## config.mk

```make
export PLATFORM = sky130hd
export DESIGN_NAME = enhance_fsm
export DESIGN_NICKNAME = d
export VERILOG_FILES = /design/src/rtl/enhance_fsm.sv
export SDC_FILE = /design/constraint.sdc
export NUM_CORES = 1
export LEC_CHECK = 0
export BUFFER_PORTS_ARGS = -buffer_cell sky130_fd_sc_hd__buf_2
export CAP_MARGIN = 15
export CORE_AREA = 4 4 41 43
export DETAILED_ROUTE_END_ITERATION = 10
export DIE_AREA = 0 0 45 47
export GPL_TIMING_DRIVEN = 0
export SETUP_SLACK_MARGIN = 0.5
export SYNTH_ARGS = -nofsm -noshare
export SYNTH_HDL_FRONTEND = slang
export SYNTH_SLANG_ARGS = --single-unit
```

## constraint.sdc

```tcl
create_clock -name sys_clk -period 2.2 [get_ports sys_clk]
set_clock_uncertainty 0.15 [all_clocks]
set_input_delay 0.55 -clock sys_clk [delete_from_list [all_inputs] [get_ports sys_clk]]
set_output_delay 0.55 -clock sys_clk [all_outputs]
set_load 0.05 [all_outputs]
```

## src/rtl/enhance_fsm.sv

```systemverilog
// enhance_fsm: vending-machine controller, price in half-unit coins.
// Optional `credit` output when ENHANCE_FSM_CREDIT_OUT_EN is defined.
module enhance_fsm #(
    parameter int unsigned PRICE_HALVES = 5
) (
    input  logic       sys_clk,
    input  logic       sys_rst,
    input  logic       pay,
    input  logic       pay_half,
`ifdef ENHANCE_FSM_CREDIT_OUT_EN
    output logic [3:0] credit,
`endif
    output logic       ret,
    output logic       coke
);

    localparam logic [3:0] IDLE     = 4'd0;
    localparam logic [3:0] HALF     = 4'd1;
    localparam logic [3:0] ONE      = 4'd2;
    localparam logic [3:0] ONE_HALF = 4'd3;
    localparam logic [3:0] TWO      = 4'd4;

    localparam logic [4:0] PRICE = 5'(PRICE_HALVES);

    logic [3:0] state;
    logic [3:0] state_nxt;
    logic       coke_nxt;
    logic       ret_nxt;
    logic [1:0] coin_v;
    logic [4:0] sum;

    // Coin value in half-units; a full coin masks a simultaneous half coin
    always_comb begin
        coin_v = 2'd0;
        priority case (1'b1)
            pay:      coin_v = 2'd2;
            pay_half: coin_v = 2'd1;
            default:  coin_v = 2'd0;
        endcase
    end

    assign sum = {1'b0, state} + {3'b000, coin_v};

    // Next credit and dispense/change decisions
    always_comb begin
        state_nxt = state;
        coke_nxt  = 1'b0;
        ret_nxt   = 1'b0;
        if ({1'b0, state} >= PRICE) begin
            state_nxt = IDLE;
        end else if (sum < PRICE) begin
            state_nxt = sum[3:0];
        end else if (sum == PRICE) begin
            state_nxt = IDLE;
            coke_nxt  = 1'b1;
        end else begin
            state_nxt = IDLE;
            coke_nxt  = 1'b1;
            ret_nxt   = 1'b1;
        end
    end

    // Credit register and registered output pulses
    always_ff @(posedge sys_clk or posedge sys_rst) begin
        if (sys_rst) begin
            state <= IDLE;
            coke  <= 1'b0;
            ret   <= 1'b0;
        end else begin
            state <= state_nxt;
            coke  <= coke_nxt;
            ret   <= ret_nxt;
        end
    end

`ifdef ENHANCE_FSM_CREDIT_OUT_EN
    assign credit = state;
`endif

    // Named default-price states kept for readability in waveforms
    logic unused_names;
    assign unused_names = ^{HALF, ONE, ONE_HALF, TWO};

endmodule

```

==> metrics.md <==
| Metric | Value |
|---|---|
| Nets | `43` |
| DRC violations left | `0` |
| Cell Area, Synth | `321.6 um2` |
| Outcome | `finished, final reports clean` |
| Crit path arrival time | `1730 ps` |
| M2 GR Usage | `12.99%` |
| Syn. warnings | `0` |
| Clock transition at path regs | `50 ps` |
| Setup TNS | `0 ps` |
| Root buf cell | `clkbuf_4` |
| Slew Viols, Final | `0` |
| Area Overhead vs Synth | `48.64%` |
| H-tree depth | `1` |
| Met3 GRT Util | `3.448%` |
| Met1 usage | `5.324%` |
| Clock sink count | `6` |
| Hold_ws | `59.79 ps` |
| Area contributors post-synth | `dfrtp_1 47%, ha_1 7.8%, nor4b_4 7.4%` |
| Leading cell types in the layout, fill and taps excluded | `6 x dfrtp_1, 3 x clkbuf_4, 3 x buf_2` |
| Mean Syn Cell Area | `12.37 um2` |
| Fin cells | `49` |
| Post-CTS setup repair buffer count | `0` |
| Routed vias/inst | `4.429` |
| Setup violations, final | `0` |
| First-iteration detailed-routing DRC count | `0` |
| Post-layout util | `36.73%` |
| Final min period | `1701 ps` |
| Final setup margin | `498.5 ps` |
| Placed Instances | `46` |
| Crit path kind | `input pin to flip-flop` |
| Top cell type's share of synthesized area | `46.69%` |
| Busiest grt layer | `met2` |
| Leading cell type in the layout, fill and taps excluded | `dfrtp_1` |
| First-pass GRT wire length | `945 um` |
| Power per cell area | `697.7 nW/um2` |
| Clock Tree Buf Depth | `2` |
| Peak Freq | `587.7 MHz` |
| Synth Instances | `26` |
| Vias in the first global route | `232` |
| Inserted Diodes | `0` |
| CTS tree | `built` |
| Final instance area | `478.0 um2` |
| # rows | `13` |
| Vias | `217` |
| Peak supply drop | `0.2396 mV` |
| Layout cells sized above 1 | `52.94%` |
| Final wirelength | `562 um` |
| Starting density of the core | `24.71%` |
| Hold Vio Cnt, Final | `0` |
| Power consumption | `0.3335 mW` |
| CP Max Fanout | `3` |
| Die area | `2115 um2` |
| GPL Wtd Cong | `0.7402` |
| Synth Net Count | `33` |
| Ports | `6` |
| Leak pwr | `0.2157 nW` |
| 1st-pass router iterations | `1` |
| Largest area contributor in the netlist | `dfrtp_1` |
| CP Capture Type | `flip-flop` |
| Synthesized flop and latch total | `6` |
| Place WS | `185.6 ps` |
| Max-Cap Viols | `0` |
| CP startpoint kind | `input pin` |
| Vert. Die Dim | `47 um` |
| Final worst-path cycle share | `77.34%` |
| RSZ-0062 raised after global routing | `true` |
| Grt ovf | `0` |
| CP Data Required Time | `2230 ps` |
| Die width | `45 um` |
| Core Region | `1301 um2` |
| Num CTS Buffers | `3` |
| Yosys cell types | `17` |
| DP Area | `402.9 um2` |
| Hold Path Class | `input pin to async pin` |
| I/O Buffers | `5` |
| Per-cell routed wire length | `11.47 um` |
| Post-DRT Antenna Nets | `0` |
| Seq/Total Area, Yosys | `46.69%` |
| Tot GR Track Use | `6.916%` |
| Later-pin clock latency in the skew report | `240 ps` |
| Antenna violations before repair | `0` |
| Largest net degree at the start of global routing | `7` |
## layer usage
layer | share of wire (%) | vias up | wire length (um)
li1 | - | 105 | -
met1 | 35 | 105 | 196
met2 | 59 | 3 | 330
met3 | 3.9 | 4 | 22
met4 | 2.1 | 0 | 12
met5 | 0 | - | 0
## worst max-delay path, stage by stage
cell and delay (ps):
buf_6 90, nor2b_4 120, ha_4 150, fa_2 390, xnor2_4 230, and3_4 200
## path summary, 6_finish.rpt
kind / cells after the start / slack [ps] / to / startpoint
worst min register to register: 2 / 430 / ret$_DFF_PP0_ / state[3]$_DFF_PP0_
worst max register to register: 4 / 590 / state[2]$_DFF_PP0_ / state[1]$_DFF_PP0_
min in group sys_clk: 2 / 430 / ret$_DFF_PP0_ / state[3]$_DFF_PP0_
max in group asynchronous: 2 / 1650 / state[1]$_DFF_PP0_ / sys_rst
worst max-delay path: 6 / 500 / state[1]$_DFF_PP0_ / pay_half
worst min-delay path: 2 / 60 / coke$_DFF_PP0_ / sys_rst
## what timing repair did
| action | 4_1_cts | 5_1_grt |
|---|---|---|
| setup endpoints to repair | 5 | 5 |
| gates resized for setup | 1 | 8 |
| endpoints found under the hold margin | 0 | 0 |
| pin swaps | 3 | 5 |
| hold buffers | 0 | 0 |
## cell type report
cell class	count	area [um2]
fillers	132	823.3
multi-input cells	19	236.5
flip-flops and latches	6	150.1
repair buffers	5	46.29
clock buffers	3	22.52
well taps	15	18.77
inverters	1	3.754
## kinds of logic after synthesis
group	Yosys count	synth area share, %
DFF	6	46.69
xor gates and xnor gates	2	5.448
AOI/OAI and AO/OA	6	13.23
other	1	1.166
buffers and inverters	1	1.166
adders and majority gates	3	14.01
and+or+nand+nor	7	18.29
## where the power goes
| part | switching (mW) | internal, mW | total (mW) |
|---|---|---|---|
| Clock | 0.0390 | 0.0617 | 0.101 |
| Combinational | 0.0492 | 0.0509 | 0.100 |
| Sequential | 0.0119 | 0.121 | 0.133 |
| Total | 0.100 | 0.233 | 0.333 |
## sequential cells by signal, indices dropped and copies added, names as in the netlist
name and cells:
state 4, coke 1, ret 1
## cell usage after synthesis
library cell  number
a21o_1             1
inv_1              1
o21a_1             1
a21oi_1            2
conb_1             1
nand2_1            2
nor2b_1            1
ha_1               2
dfrtp_1            6
and3_2             2
a211oi_2           1
xor2_1             1
o21ai_0            1
nor4b_4            1
fa_1               1
xnor2_1            1
or2_2              1
Note: power is estimated with default switching activity, not from simulation.
